`src/rtl/network_injector.sv`:
```
// NoC local-port source: packs AXI-Stream packets from the tile into header/body/tail flits
// and launches them into the router input under credit-based flow control.
module network_injector #(
  parameter int unsigned FLIT_DATA_WIDTH = 64,
  parameter int unsigned NODE_ID_WIDTH   = 4,
  parameter int unsigned LOCAL_NODE_ID   = 0,
  parameter int unsigned VN_WIDTH        = 2,
  parameter int unsigned CREDITS         = 4
) (
  input  logic                               clk_i,
  input  logic                               rst_ni,
  input  logic [FLIT_DATA_WIDTH-1:0]         s_tdata_i,
  input  logic [NODE_ID_WIDTH-1:0]           s_tdest_i,
  input  logic [VN_WIDTH-1:0]                s_tid_i,
  input  logic                               s_tlast_i,
  input  logic                               s_tvalid_i,
  output logic                               s_tready_o,
  output logic [FLIT_DATA_WIDTH+1:0]         flit_o,
  output logic                               flit_valid_o,
  input  logic                               credit_i,
  output logic [$clog2(CREDITS+1)-1:0]       credits_o,
  output logic                               credit_overflow_o
);

  localparam int unsigned CreditW = $clog2(CREDITS + 1);
  localparam logic [1:0] TypeHead = 2'b00;
  localparam logic [1:0] TypeBody = 2'b01;
  localparam logic [1:0] TypeTail = 2'b10;

  typedef enum logic [0:0] {StIdle, StPayload} state_e;

  state_e                     state_q, state_d;
  logic [FLIT_DATA_WIDTH+1:0] flit_q, flit_d;
  logic                       flit_valid_q;
  logic [CreditW-1:0]         credits_q, credits_d;
  logic                       overflow_q, overflow_d;
  logic                       launch;
  logic                       has_credit;
  logic [FLIT_DATA_WIDTH-1:0] header;

  assign has_credit = (credits_q != '0);

  // dest/vn are only consumed at header launch, so the header flit itself holds them
  always_comb begin
    header = '0;
    header[NODE_ID_WIDTH-1:0]                 = s_tdest_i;
    header[2*NODE_ID_WIDTH-1:NODE_ID_WIDTH]   = NODE_ID_WIDTH'(LOCAL_NODE_ID);
    header[2*NODE_ID_WIDTH+VN_WIDTH-1:2*NODE_ID_WIDTH] = s_tid_i;
  end

  always_comb begin
    state_d    = state_q;
    flit_d     = flit_q;
    launch     = 1'b0;
    s_tready_o = (state_q == StPayload) && has_credit;
    unique case (state_q)
      StIdle: begin
        if (s_tvalid_i && has_credit) begin
          launch  = 1'b1;
          flit_d  = {TypeHead, header};
          state_d = StPayload;
        end
      end
      StPayload: begin
        if (s_tvalid_i && s_tready_o) begin
          launch = 1'b1;
          if (s_tlast_i) begin
            flit_d  = {TypeTail, s_tdata_i};
            state_d = StIdle;
          end else begin
            flit_d  = {TypeBody, s_tdata_i};
          end
        end
      end
      default: state_d = StIdle;
    endcase
  end

  // A returned credit at a full counter is a router protocol error; count saturates
  always_comb begin
    credits_d  = credits_q;
    overflow_d = overflow_q;
    if (launch && !credit_i) begin
      credits_d = credits_q - CreditW'(1);
    end else if (!launch && credit_i) begin
      if (credits_q == CreditW'(CREDITS)) begin
        overflow_d = 1'b1;
      end else begin
        credits_d = credits_q + CreditW'(1);
      end
    end
  end

  always_ff @(posedge clk_i or negedge rst_ni) begin
    if (!rst_ni) begin
      state_q      <= StIdle;
      flit_q       <= '0;
      flit_valid_q <= 1'b0;
      credits_q    <= CreditW'(CREDITS);
      overflow_q   <= 1'b0;
    end else begin
      state_q      <= state_d;
      flit_q       <= flit_d;
      flit_valid_q <= launch;
      credits_q    <= credits_d;
      overflow_q   <= overflow_d;
    end
  end

  assign flit_o            = flit_q;
  assign flit_valid_o      = flit_valid_q;
  assign credits_o         = credits_q;
  assign credit_overflow_o = overflow_q;

endmodule
```
`config.mk`:
```
export PLATFORM = sky130hd
export DESIGN_NAME = network_injector
export DESIGN_NICKNAME = d
export VERILOG_FILES = /design/src/rtl/network_injector.sv
export SDC_FILE = /design/constraint.sdc
export NUM_CORES = 1
export LEC_CHECK = 0
export CAP_MARGIN = 30
export CORE_MARGIN = 3
export CORE_UTILIZATION = 45
export CTS_BUF_LIST = sky130_fd_sc_hd__clkbuf_4 sky130_fd_sc_hd__clkbuf_8
export DETAILED_ROUTE_END_ITERATION = 8
export GPL_TIMING_DRIVEN = 0
export MAX_ROUTING_LAYER = met4
export PLACE_DENSITY = 0.95
export SYNTH_ARGS = -nofsm -noshare
export SYNTH_HDL_FRONTEND = slang
export SYNTH_SLANG_ARGS = --single-unit
```
`constraint.sdc`:
```
create_clock -name clk_i -period 3.5 [get_ports clk_i]
set_clock_uncertainty 0.05 [all_clocks]
set_input_delay 0.35 -clock clk_i [delete_from_list [all_inputs] [get_ports clk_i]]
set_output_delay 0.35 -clock clk_i [all_outputs]
set_load 0.005 [all_outputs]
```
After elaboration in Yosys (flattened, before gate mapping). Cells that the tools add are included.

$add $sub $neg: 2. Eq/ne operators: 4. Muxes and demuxes: 13. Bitwise operators: 2. Reductions and logical operators: 12.

Operators with widths (count): $mux W66 (3); $pmux W66 S2 (1); $mux W3 (3); $logic_and A1 B1 Y1 (5); $mux W1 (4); $ne A2 B2 Y1 const B (2); $pmux W1 S2 (2); $reduce_and A2 Y1 (2); $add A3 B1 Y3 const B (1); $eq A3 B3 Y1 const B (1); $reduce_and A3 Y1 (1); $reduce_bool A3 Y1 (1); $sub A3 B1 Y3 const B (1); $logic_not A1 Y1 (2); $ne A2 B1 Y1 const B (1); $not A1 Y1 (2); $reduce_bool A2 Y1 (1).

Register bits after elaboration: 72. Input bits: 75. Word-level logic and storage cells: 38.

Longest topological paths before layout. Gate-level depths: netlist of run 1.

Depth in word-level cells: 9. Gate-level depth with buffers: 9. Gate-level depth less buffers: 7.

Least setup slack after synthesis of run 1. Ideal clock, no wire load.

Kind: reg2reg. From: register credits_q[2], in the netlist credits_o[2]. To: register credits_q[2], in the netlist credits_o[2]. Arrival time: 2219 ps. Required time: 3364 ps. Setup slack: 1145 ps. Cell stages (with the launch flop): 10. Clock period less this slack: 2355 ps. Cell sequence: dfstp_2 o31a_1 buf_6 buf_2 ha_1 inv_1 fa_1 or2_2 o21ai_0 a31oi_1.

Longest elaborated chain between the ends: 9. Elaborated cells between the ends (all ways): 19. Classes of those cells: add/sub (2); eq/ne (2); mux (6); reduce/logical (9).

Ends and longest elaborated chain: start: declaration (line 35) `logic [CreditW-1:0] credits_q, credits_d;`; start signal: assignment (line 99) `credits_q <= CreditW'(CREDITS);`; start signal: assignment (line 105) `credits_q <= credits_d;`; $reduce_bool A3 Y1 * (line 41) `assign has_credit = (credits_q != '0);`; $logic_and A1 B1 Y1 (line 55) `s_tready_o = (state_q == StPayload) && has_credit;`; $logic_and A1 B1 Y1 (line 65) `if (s_tvalid_i && s_tready_o) begin`; $mux W1 (line 65); $pmux W1 S2 * (line 56) `unique case (state_q)`; net launch (line 37) `logic launch;`; $logic_not A1 Y1 (line 85) `end else if (!launch && credit_i) begin`; $logic_and A1 B1 Y1 (line 85); $reduce_bool A2 Y1 (no line); $reduce_and A2 Y1 (no line).

The timed path passes the listed nets; every way through them passes the cells marked *. The select of a mux whose other input is x is not followed. A chain may end at the register's enable or synchronous reset.

Worst setup path in the final report of run 1. Ends and elaborated chain as after synthesis.

==> results of run 1 <==
==> routing by layer <==
metal / track usage, % / vias up / wire length (um)
met3: 5.268 / 14 / 490
met5: - / - / 0
met1: 25.52 / 1309 / 3367
li1: - / 1346 / -
met2: 38.08 / 115 / 4314
met4: 7.950 / 0 / 144
==> placed cells by master, fill, tap and decap left out, drive strengths merged, types with 2 or more instances in the layout <==
| cell type | Yosys | routed |
|---|---|---|
| o31a | 2 | 2 |
| o21ai | 8 | 8 |
| a21oi | 3 | 3 |
| inv | 6 | 6 |
| buf | 15 | 16 |
| clkdlybuf4s50 | 0 | 145 |
| nand2 | 126 | 126 |
| clkbuf | 8 | 19 |
| nand3 | 59 | 59 |
| ha | 2 | 2 |
| dfrtp | 71 | 71 |
| mux2i | 6 | 6 |
| bufinv | 0 | 3 |
==> where the power goes <==
part           internal [mW]  switching, mW  leakage (nW)
clock network          0.511          0.298         0.126
logic                  0.861          0.630          1.29
registers               1.15          0.192         0.901
total                   2.53           1.12          2.31
==> sequential cells by signal, indices dropped and copies added (netlist names) <==
signal             count
flit_o                66
credits_o              3
credit_overflow_o      1
flit_valid_o           1
state_q                1
==> worst paths after layout <==
path	end	slack (ns)
setup / recovery	credits_o[2]	0.84
hold / removal	flit_o[17]	0.08
setup reg to reg	credits_o[2]	0.84
hold reg to reg	flit_o[22]	0.42
max in group asynchronous	flit_o[37]	2.73
min in group clk_i	flit_o[22]	0.42
==> worst reg2reg max path: stages (launching register included) <==
cell and delay (ns):
sky130_fd_sc_hd__dfstp_2 0.60, sky130_fd_sc_hd__o31a_1 0.18, sky130_fd_sc_hd__buf_6 0.14, sky130_fd_sc_hd__buf_2 0.24, sky130_fd_sc_hd__ha_1 0.28, sky130_fd_sc_hd__inv_1 0.09, sky130_fd_sc_hd__fa_1 0.43, sky130_fd_sc_hd__or2_2 0.29
sky130_fd_sc_hd__o21ai_0 0.17, sky130_fd_sc_hd__a31oi_1 0.11
==> final cells by class <==
class / count / area share, %
inverter: 6 / 0.4684
sequential: 72 / 37.50
buffer: 23 / 3.227
multi-input combinational: 217 / 21.18
clock inverter: 5 / 2.134
tap: 77 / 2.004
clock buffer: 11 / 3.149
timing repair buffer: 146 / 30.34
==> stage by stage <==
step / utilization, % / hold WS [ns]
after floorplan: - / 0.004409
after global placement: 71.36 / 0.3984
after detailed placement: 71.32 / 0.4043
after CTS: 75.29 / 0.1238
after global routing: 75.29 / 0.1502
final: 75.29 / 0.08087
==> cell families (layout without fill, tap and decap cells) <==
logic type / after synthesis / in the layout
AO/OA/AOI/OAI: 18 / 18
XOR/XNOR: 1 / 1
multiplexers: 6 / 6
buffers and inverters: 29 / 191
flip-flops: 72 / 72
AND/OR/NAND/NOR: 189 / 189
adder cells (fa/ha/maj): 3 / 3
==> implementation parameters, run 1 <==
Parameter                              Value

Logic synthesis
  Share of flip-flops with an asynchronous set or reset ... 100.0%
  Count of distinct cell types in the synthesized netlist ... 27
  Share of synthesized area occupied by flip-flops and latches ... 60.12%
  Post-Synth XOR/XNOR Area ... 0.2920%
  Number of synthesized flops with an enable pin ... 0
  Share of synthesized cell area in and, or, nand and nor gates ... 26.45%
  Area share of the largest cell type after synthesis ... between 50 and 60%
  Most common cell in the netlist ... sky130_fd_sc_hd__nand2_1
  Dominant combinational cell family by area after synthesis ... simple AND/OR/NAND/NOR gates
  Fraction of the mapped netlist area in compound gates ... roughly 3.7%
  Most area-hungry cell type in the Yosys netlist ... sky130_fd_sc_hd__dfrtp_1
  Flip-flop cell with the highest count after synthesis ... sky130_fd_sc_hd__dfrtp_1
  Synth cell count leaders ... 126 x sky130_fd_sc_hd__nand2_1, 71 x sky130_fd_sc_hd__dfrtp_1, 59 x sky130_fd_sc_hd__nand3_1
  Mean cell area of the mapped netlist ... approximately 9.4 um2
  Portion of netlist area occupied by mux cells ... 2.003%
  Number of flip-flops and latches in the synthesized netlist ... 72
  Share of synthesized cell area in full adder, half adder and majority cells ... ~1.5%
  Synth warnings ... 0
  Top post-synthesis cells by area ... sky130_fd_sc_hd__dfrtp_1 59%, sky130_fd_sc_hd__nand2_1 16%, sky130_fd_sc_hd__nand3_1 9.8%
  Synthesized area ... 2999 um2
  Post-Synthesis Net Count ... 396
  Post-Synthesis Cells ... between 300 and 400

Setup path
  Number of cells on the worst reg-to-reg path ... 9
  Required arrival time at the worst endpoint ... 3.70 ns
  Top cell family by delay on the critical path ... adder cells
  Startpoint types ... register
  Type of destination of the critical path ... register
  Largest incremental delay on the critical path ... 0.60 ns
  Maximum net fanout on the critical path ... 11
  Standard cell with the maximum stage delay on the critical path ... sky130_fd_sc_hd__dfstp_2
  Ordered list of cells on the worst path ... o31a_1 -> buf_6 -> buf_2 -> ha_1 -> inv_1 -> fa_1 -> or2_2 -> o21ai_0 -> a31oi_1
  Count of buffering cells on the critical path with inverters included ... 3
  Arr. time, crit path ... 2.86 ns
  Critical path origin ... credits_o[2]
  Path type of the worst setup path ... reg -> reg
  Critical R2R Launch ... credits_o[2]
  Cell count along the critical path ... 9

Final layout
  Final layout net count ... 553
  Final standard cell count with taps included and fillers excluded ... roughly 560
  Sequential cell area ... 1803 um2
  Fraction of final layout cells with drive strength greater than 1 ... 7.083%
  Post-route design area ... a little under 5000 um2
  Footprint of the multi-input gates ... 1018 um2
  Layout-stage area growth over the synthesis result ... 60.33%
  Final-layout fill cell count ... about 460
  Diode count ... 0

Clocking
  Cts hold-fix bufs ... 0
  Clock-pin transition on the worst setup and hold timing paths ... 0.07 ns
  Worst-Skew Late Latency ... 0.33 ns
  Number of buffers created by CTS ... 9
  TritonCTS clock tree ... built
  Root buffer cell ... sky130_fd_sc_hd__clkbuf_8
  Number of gates resized after cts ... 0
  Post-CTS Setup Repair Bufs ... 0
  Clock Path Buffers ... 2
  CTS sink count ... 72
  Number of H-tree levels ... 3

Worst hold path
  Tightest Hold Check Type ... in -> async

Route
  Total detailed-routing wirelength ... 8316 um
  Number of vias per cell after detailed routing ... 4.998
  Number of nets with antenna violations after detailed routing ... 0
  Starting DRT DRC Count ... 86
  Average wire per standard cell ... 14.93 um
  Number of DRC violations after detailed routing ... 0
  Detailed-routing iteration count for the pre-antenna-repair pass ... 4
  Vias after detailed routing ... 2784

STA
  Setup TNS ... 0 ns
  Final worst slack ... 0.8433 ns
  Pins Over Slew Limit ... 0
  Final hold violations ... 0
  RSZ-0062 raised after global routing ... no
  Fmax ... 376.4 MHz
  Final critical-path required period ... about 2.7 ns
  Max-slew headroom at the worst pin ... 40.80%
  Final period utilization ... 75.90%
  Setup violations, final ... 0
  Worst Max-Slew Pin Slew ... 0.8881 ns

Floorplan
  Placement Rows ... 29
  Area of the die ... 7680 um2
  Number of I/O pins ... 147
  Die outline height ... between 80 and 90 um
  Die span in x ... between 80 and 90 um
  Starting density of the core ... between 40% and 50%
  Total core area ... 6386 um2

GRT
  Via count of the first global-routing pass ... 2797
  Leftover overflow at the end of global routing ... 0
  Global-route wire length before repair ... 12920 um
  GRT Util Overall ... between 20% and 30%
  Antenna violations before repair ... 0
  Pin count of the biggest net entering global routing ... 73

Place
  Minimum setup slack after placement ... 0.6827 ns
  RD Place Congestion ... 0.8481
  Placement Cell Area ... 4554 um2
  Placed Cells incl. Taps ... 541
  Placed wire-length estimate after detailed placement ... 6306 um
  Buffers added on ports ... 146

Power
  Standby leakage power ... 2.314 nW
  Worst-case vdd ir drop ... between 0.5 and 0.6 mV
  Final Power ... about 3.6 mW
  Power per cell area ... 758.4 nW/um2

Outcome
  Outcome ... complete, no violations

Flow run
  Number of max-capacitance violations reported ... 0
Power figures use the tool's default switching activity.
==> inputs of run 2 (changes only) <==
Settings changed: CORE_UTILIZATION 45 to 42, PLACE_DENSITY 0.95 to 0.92.
Clock period 3.5 ns to 2.7 ns, I/O delays scaled along.
==> run 2 against run 1 <==
Utilization shrank 5.7 points. Worst hold slack lost 0.086 ns. Global-route usage shrank 0.51 points. Sequential cell count is the same. Cell area shrank 0.55%. The run now ends with negative hold slack left. Die area grew 6.7%. Cell count grew 3.2%. Via count shrank 1.0%. Non-clock buffer count shrank 1.
==> implementation parameters, run 2 (synthesis gave the netlist of run 1 again) <==
Parameter                              Value

Final layout
  Layout-stage area growth over the synthesis result ... 59.45% (was 60.33%)
  Final layout net count ... 552 (was 553)
  Leading cell type in the layout, fill and taps excluded ... sky130_fd_sc_hd__clkdlybuf4s50_1 (unchanged)
  Diode count ... 0 (unchanged)
  Number of flip-flops in the largest register ... 66 (unchanged)
  Fraction of final layout cells with drive strength greater than 1 ... 7.098% (was 7.083%)
  Final-layout fill cell count ... 538 (was 458)
  Most used cells in the layout excluding fill and tap cells ... 145 x sky130_fd_sc_hd__clkdlybuf4s50_1, 126 x sky130_fd_sc_hd__nand2_1, 71 x sky130_fd_sc_hd__dfrtp_1, 59 x sky130_fd_sc_hd__nand3_1, 11 x sky130_fd_sc_hd__clkbuf_8 (unchanged)

Clocking
  Clock Path Buffers ... 2 (unchanged)
  Clock-pin transition on the worst setup and hold timing paths ... 0.08 ns (was 0.07 ns)
  Number of buffers created by CTS ... 9 (unchanged)
  TritonCTS clock tree ... built (unchanged)
  CTS sink count ... 72 (unchanged)
  Worst-Skew Late Latency ... 0.32 ns (was 0.33 ns)
  Number of H-tree levels ... 3 (unchanged)
  Root buffer cell ... sky130_fd_sc_hd__clkbuf_8 (unchanged)

Floorplan
  Area of the die ... 8191 um2 (was 7680 um2)
  Total core area ... 6869 um2 (was 6386 um2)
  Placement Rows ... 30 (was 29)
  Number of I/O pins ... 147 (unchanged)
  Starting density of the core ... 43.66% (was 46.96%)
  Die outline height ... 90.51 um (was 87.64 um)
  Die span in x ... 90.51 um (was 87.64 um)

Power
  Final Power ... 4.540 mW (was 3.646 mW)
  Sw Pwr ... 1.456 mW (was 1.120 mW)
  Power per cell area ... 949.4 nW/um2 (was 758.4 nW/um2)
  Standby leakage power ... 2.284 nW (was 2.314 nW)
  Sequential cell fraction of total power ... 38.5% (was 36.9%)
  Switching part of the total power ... 32.06% (was 30.72%)
  Worst-case vdd ir drop ... 0.5831 mV (was 0.5225 mV)
  Comb pwr share ... 42.5% (was 40.9%)
  Internal power summed over all cells ... 3.084 mW (was 2.526 mW)
  Clock power share ... 19.0% (was 22.2%)

GRT
  Global-route wire length before repair ... 13940 um (was 12920 um)
  Via count of the first global-routing pass ... 2807 (was 2797)
  Antenna violations before repair ... 0 (unchanged)
  Leftover overflow at the end of global routing ... 0 (unchanged)
  Pin count of the biggest net entering global routing ... 73 (unchanged)
  GRT Util Overall ... 21.78% (was 22.29%)

STA
  Final hold violations ... 2 (was 0)
  Hold Slack ... -0.005366 ns (was 0.08087 ns)
  RSZ-0062 raised after global routing ... no (unchanged)
  Setup violations, final ... 0 (unchanged)
  Max-slew headroom at the worst pin ... 40.51% (was 40.80%)
  Final critical-path required period ... 2.374 ns (was 2.657 ns)
  Fmax ... 421.2 MHz (was 376.4 MHz)
  Final worst slack ... 0.3260 ns (was 0.8433 ns)
  Final period utilization ... 87.93% (was 75.90%)
  Worst Max-Slew Pin Slew ... 0.8923 ns (was 0.8881 ns)
  Pins Over Slew Limit ... 0 (unchanged)

Route
  Detailed-routing iteration count for the pre-antenna-repair pass ... 4 (unchanged)
  Starting DRT DRC Count ... 86 (unchanged)
  Vias after detailed routing ... 2755 (was 2784)
  Number of vias per cell after detailed routing ... 4.791 (was 4.998)
  Total detailed-routing wirelength ... 8352 um (was 8316 um)
  Average wire per standard cell ... 14.53 um (was 14.93 um)
  Number of DRC violations after detailed routing ... 0 (unchanged)
  Number of nets with antenna violations after detailed routing ... 0 (unchanged)

Outcome
  Outcome ... finished, violations left (was complete, no violations)
  Violations in the final reports ... negative hold slack

Setup path
  Number of cells on the worst reg-to-reg path ... 8 (was 9)
  Startpoint types ... register (unchanged)
  Arr. time, crit path ... 2.57 ns (was 2.86 ns)
  Required arrival time at the worst endpoint ... 2.90 ns (was 3.70 ns)
  Type of destination of the critical path ... register (unchanged)
  Path type of the worst setup path ... reg -> reg (unchanged)
  Maximum net fanout on the critical path ... 18 (was 11)

Worst hold path
  Tightest Hold Check Type ... in -> async (unchanged)

Place
  Buffers added on ports ... 146 (unchanged)
  RD Place Congestion ... 0.8005 (was 0.8481)
  Placed wire-length estimate after detailed placement ... 6224 um (was 6306 um)
  Minimum setup slack after placement ... -0.01743 ns (was 0.6827 ns)

Flow run
  Number of max-capacitance violations reported ... 0 (unchanged)
-- run 2: layer usage --
metal | vias to the layer above | routed length (um) | part of all wire [%] | global-route usage, %
li1 | 1340 | - | - | -
met1 | 1299 | 3494 | 42 | 26.03
met2 | 104 | 4267 | 51 | 37.18
met3 | 12 | 467 | 5.6 | 4.333
met4 | 0 | 123 | 1.5 | 6.760
met5 | - | 0 | 0 | -
-- run 2: area by class of cell --
cell class	instances	area [um2]	share of cell area [%]
clock inverter	5	55.05	1.151
buffer	22	150.1	3.140
multi-input combinational	217	1021	21.35
sequential	72	1803	37.70
clock buffer	11	151.4	3.166
tap	96	120.1	2.512
timing repair buffer	146	1459	30.51
inverter	6	22.52	0.4710
-- run 2: path summary, 6_finish.rpt --
path | slack (ns) | to | start
min in group clk_i | 0.41 | flit_o[30] | flit_o[30]
worst max register to register | 0.33 | credits_o[2] | credits_o[2]
max in group asynchronous | 2.01 | flit_o[58] | rst_ni
worst max-delay path | 0.33 | credits_o[2] | credits_o[2]
worst min register to register | 0.41 | flit_o[30] | flit_o[30]
worst min-delay path | -0.005 | flit_o[14] | rst_ni
-- run 2: critical path, stage by stage (launching register included) --
cell                      delay, ns
sky130_fd_sc_hd__dfstp_2       0.60
sky130_fd_sc_hd__o31a_1        0.17
sky130_fd_sc_hd__buf_6         0.19
sky130_fd_sc_hd__ha_2          0.25
sky130_fd_sc_hd__inv_1         0.08
sky130_fd_sc_hd__fa_1          0.41
sky130_fd_sc_hd__or2_2         0.28
sky130_fd_sc_hd__o21ai_0       0.14
sky130_fd_sc_hd__a31oi_1       0.10
-- run 2: power by group through the flow --
stage	registers, mW	logic, mW	clock network, mW
floorplan	1.78	0.722	0
global placement	1.73	1.89	0
detailed placement	1.77	1.95	0
CTS	1.75	1.96	0.882
global route	1.81	2.12	0.935
finish	1.75	1.93	0.862
-- run 2: metrics by stage --
stage          cells  TNS (ns)  hold slack [ns]  cell area [um2]  util [%]
2_1_floorplan    318         0         -0.07559             2999         -
3_3_place_gp     560    -76.71           0.3972             4581     66.68
3_5_place_dp     560  -0.01743           0.4017             4578     66.65
4_1_cts          576         0          0.04079             4785     69.65
5_1_grt          575         0          0.07905             4782     69.62
6_report         575         0        -0.005366             4782     69.62
-- run 2: repair_timing --
action	4_1_cts	5_1_grt
hold endpoints to repair	0	0
resized for setup	0	1
setup endpoints to repair	0	1
setup buffers	0	0
hold buffers	0	0
==> inputs of run 3 (changes only) <==
Settings changed: CAP_MARGIN 30 to unset, CORE_MARGIN 3 to 10.
==> run 3 against run 2 <==
The flow now finishes without violations. Count of clock-buffer cells in the layout is the same. Routed wire length grew 12%. Sequential share of layout area shrank 0.37 points. Die area grew 33%. Worst hold slack gained 0.0060 ns. Non-clock buffer count grew 1. Power grew 4.6%. Sequential cell count is the same. Largest cell class unchanged. Largest power group unchanged.
==> implementation parameters, run 3 (synthesis gave the netlist of run 1 again) <==
Parameter                              Value

Route
  DR top layer ... met4 (unchanged)
  Number of DRC violations after detailed routing ... 0 (unchanged)
  Number of vias per cell after detailed routing ... 4.802 (was 4.791)
  Metal-1 WL ... 3743 um (was 3494 um)
  Detailed-routing iteration count for the pre-antenna-repair pass ... 4 (unchanged)
  Amount of wire on met3 after detailed routing ... 613 um (was 467 um)
  Starting DRT DRC Count ... 104 (was 86)
  Number of nets with antenna violations after detailed routing ... 0 (unchanged)
  Vias after detailed routing ... 2766 (was 2755)
  Routed length on met2 ... 4729 um (was 4267 um)
  Total detailed-routing wirelength ... 9365 um (was 8352 um)
  Average wire per standard cell ... 16.26 um (was 14.53 um)

Power
  Sw Pwr ... 1.485 mW (was 1.456 mW)
  Internal power summed over all cells ... 3.264 mW (was 3.084 mW)
  Comb pwr share ... 41.2% (was 42.5%)
  Sequential cell fraction of total power ... 36.7% (was 38.5%)
  Clock power share ... 22.1% (was 19.0%)
  Standby leakage power ... 2.314 nW (was 2.284 nW)
  Worst-case vdd ir drop ... 0.5469 mV (was 0.5831 mV)
  Switching part of the total power ... 31.27% (was 32.06%)
  Final Power ... 4.748 mW (was 4.540 mW)
  Power per cell area ... 983.2 nW/um2 (was 949.4 nW/um2)

GRT
  Leftover overflow at the end of global routing ... 0 (unchanged)
  GRT Util Overall ... 17.74% (was 21.78%)
  Via count of the first global-routing pass ... 2926 (was 2807)
  Pin count of the biggest net entering global routing ... 73 (unchanged)
  Global-route wire length before repair ... 15120 um (was 13940 um)
  Antenna violations before repair ... 0 (unchanged)

Setup path
  Startpoint types ... register (unchanged)
  Arr. time, crit path ... 2.79 ns (was 2.57 ns)
  Worst reg2reg setup slack ... 0.13 ns (was 0.33 ns)
  Required arrival time at the worst endpoint ... 2.92 ns (was 2.90 ns)
  Number of cells on the worst reg-to-reg path ... 9 (was 8)
  Path type of the worst setup path ... reg -> reg (unchanged)
  Destination of the worst register-to-register timing path ... credits_o[2] (unchanged)
  Maximum net fanout on the critical path ... 11 (was 18)
  Type of destination of the critical path ... register (unchanged)
  Critical R2R Launch ... credits_o[2] (unchanged)

Clocking
  Number of buffers created by CTS ... 9 (unchanged)
  Worst-Skew Late Latency ... 0.34 ns (was 0.32 ns)
  CTS sink count ... 72 (unchanged)
  Cts hold-fix bufs ... 0 (unchanged)
  Number of gates resized after cts ... 0 (unchanged)
  Clock-pin transition on the worst setup and hold timing paths ... 0.08 ns (about the same)
  TritonCTS clock tree ... built (unchanged)
  Post-CTS Setup Repair Bufs ... 0 (unchanged)
  Clock Path Buffers ... 2 (unchanged)
  Root buffer cell ... sky130_fd_sc_hd__clkbuf_8 (unchanged)
  Number of H-tree levels ... 3 (unchanged)

Final layout
  Most used cells in the layout excluding fill and tap cells ... 145 x sky130_fd_sc_hd__clkdlybuf4s50_1, 126 x sky130_fd_sc_hd__nand2_1, 71 x sky130_fd_sc_hd__dfrtp_1, 59 x sky130_fd_sc_hd__nand3_1, 10 x sky130_fd_sc_hd__clkbuf_8 (was 145 x sky130_fd_sc_hd__clkdlybuf4s50_1, 126 x sky130_fd_sc_hd__nand2_1, 71 x sky130_fd_sc_hd__dfrtp_1, 59 x sky130_fd_sc_hd__nand3_1, 11 x sky130_fd_sc_hd__clkbuf_8)
  Diode count ... 0 (unchanged)
  Layout-stage area growth over the synthesis result ... 61.03% (was 59.45%)
  Leading cell type in the layout, fill and taps excluded ... sky130_fd_sc_hd__clkdlybuf4s50_1 (unchanged)
  Final standard cell count with taps included and fillers excluded ... 576 (was 575)
  Final layout net count ... 553 (was 552)
  Core Util, Final ... 70.31% (was 69.62%)
  Number of flip-flops in the largest register ... 66 (unchanged)
  Fraction of final layout cells with drive strength greater than 1 ... 7.292% (was 7.098%)

Place
  RD Place Congestion ... 0.7663 (was 0.8005)
  Buffers added on ports ... 146 (unchanged)
  Placed Cells incl. Taps ... 560 (unchanged)
  Placed wire-length estimate after detailed placement ... 7232 um (was 6224 um)

Floorplan
  Starting density of the core ... 43.66% (unchanged)
  Placement Rows ... 30 (unchanged)
  Die outline height ... 104.5 um (was 90.51 um)
  Area of the die ... 10920 um2 (was 8191 um2)
  Die span in x ... 104.5 um (was 90.51 um)
  Number of I/O pins ... 147 (unchanged)
  Total core area ... 6869 um2 (unchanged)

STA
  Final critical-path required period ... 2.568 ns (was 2.374 ns)
  RSZ-0062 raised after global routing ... no (unchanged)
  Worst Max-Slew Pin Slew ... 0.8968 ns (was 0.8923 ns)
  Setup violations, final ... 0 (unchanged)
  Hold Slack ... 0.0006481 ns (was -0.005366 ns)
  Final hold violations ... 0 (was 2)
  Final period utilization ... 95.13% (was 87.93%)
  Max-slew headroom at the worst pin ... 40.21% (was 40.51%)
  Fmax ... 389.3 MHz (was 421.2 MHz)
  Pins Over Slew Limit ... 0 (unchanged)

Flow run
  Number of max-capacitance violations reported ... 0 (unchanged)

Outcome
  Outcome ... complete, no violations (was finished, violations left)

Worst hold path
  Tightest Hold Check Type ... in -> async (unchanged)
run 3: cell count changes in the layout (fill, tap and decap cells not counted), sizes merged:
| cell | delta |
|---|---|
| buf | +1 |
| bufinv | +2 |
| clkinvlp | -2 |
run 3: worst max path at each step:
stage | startpoint | endpoint | slack, ns | cells after the start
2_1_floorplan | credits_o[2] | credits_o[2] | 0.34 | 9
3_3_place_gp | rst_ni | flit_o[16] | -1.14 | 1
3_5_place_dp | s_tvalid_i | credits_o[2] | 0.01 | 10
4_1_cts | credits_o[2] | credits_o[2] | 0.09 | 9
5_1_grt | credits_o[2] | credits_o[2] | 0.03 | 9
6_report | credits_o[2] | credits_o[2] | 0.13 | 9
run 3: critical path, stage by stage (launching register included):
cell and delay, ns:
sky130_fd_sc_hd__dfstp_2 0.61, sky130_fd_sc_hd__o31a_1 0.18, sky130_fd_sc_hd__buf_6 0.14, sky130_fd_sc_hd__buf_2 0.23
sky130_fd_sc_hd__ha_2 0.26, sky130_fd_sc_hd__inv_1 0.08, sky130_fd_sc_hd__fa_1 0.42, sky130_fd_sc_hd__or2_2 0.28
sky130_fd_sc_hd__o21ai_0 0.14, sky130_fd_sc_hd__a31oi_1 0.10
run 3: metrics by stage:
step           setup TNS, ns  area [um2]  setup WS, ns
6_report                   0        4830        0.1315
4_1_cts                    0        4827       0.09357
2_1_floorplan              0        2999        0.3448
3_5_place_dp               0        4578       0.01229
5_1_grt                    0        4830       0.02597
3_3_place_gp          -81.27        4581        -1.144
run 3: layout make-up:
type,instances,area [um2]
multi-input combinational,217,1021
fill,545,2039
clock buffer,11,145.1
buffer,23,155.1
sequential,72,1803
inverter,6,22.52
clock inverter,5,103.9
timing repair buffer,146,1459
tap,96,120.1
run 3: power by group through the flow:
stage	clock network [mW]	logic (mW)	registers, mW
2_1_floorplan	0	0.722	1.78
6_report	1.05	1.95	1.74
3_3_place_gp	0	1.93	1.73
5_1_grt	1.12	2.15	1.80
3_5_place_dp	0	1.99	1.76
4_1_cts	1.07	2.00	1.75
run 3: routing by layer:
metal | track usage (%) | vias to the layer above
met5 | - | -
met4 | 8.946 | 0
met3 | 5.452 | 24
met2 | 29.45 | 99
met1 | 18.69 | 1301
li1 | - | 1342
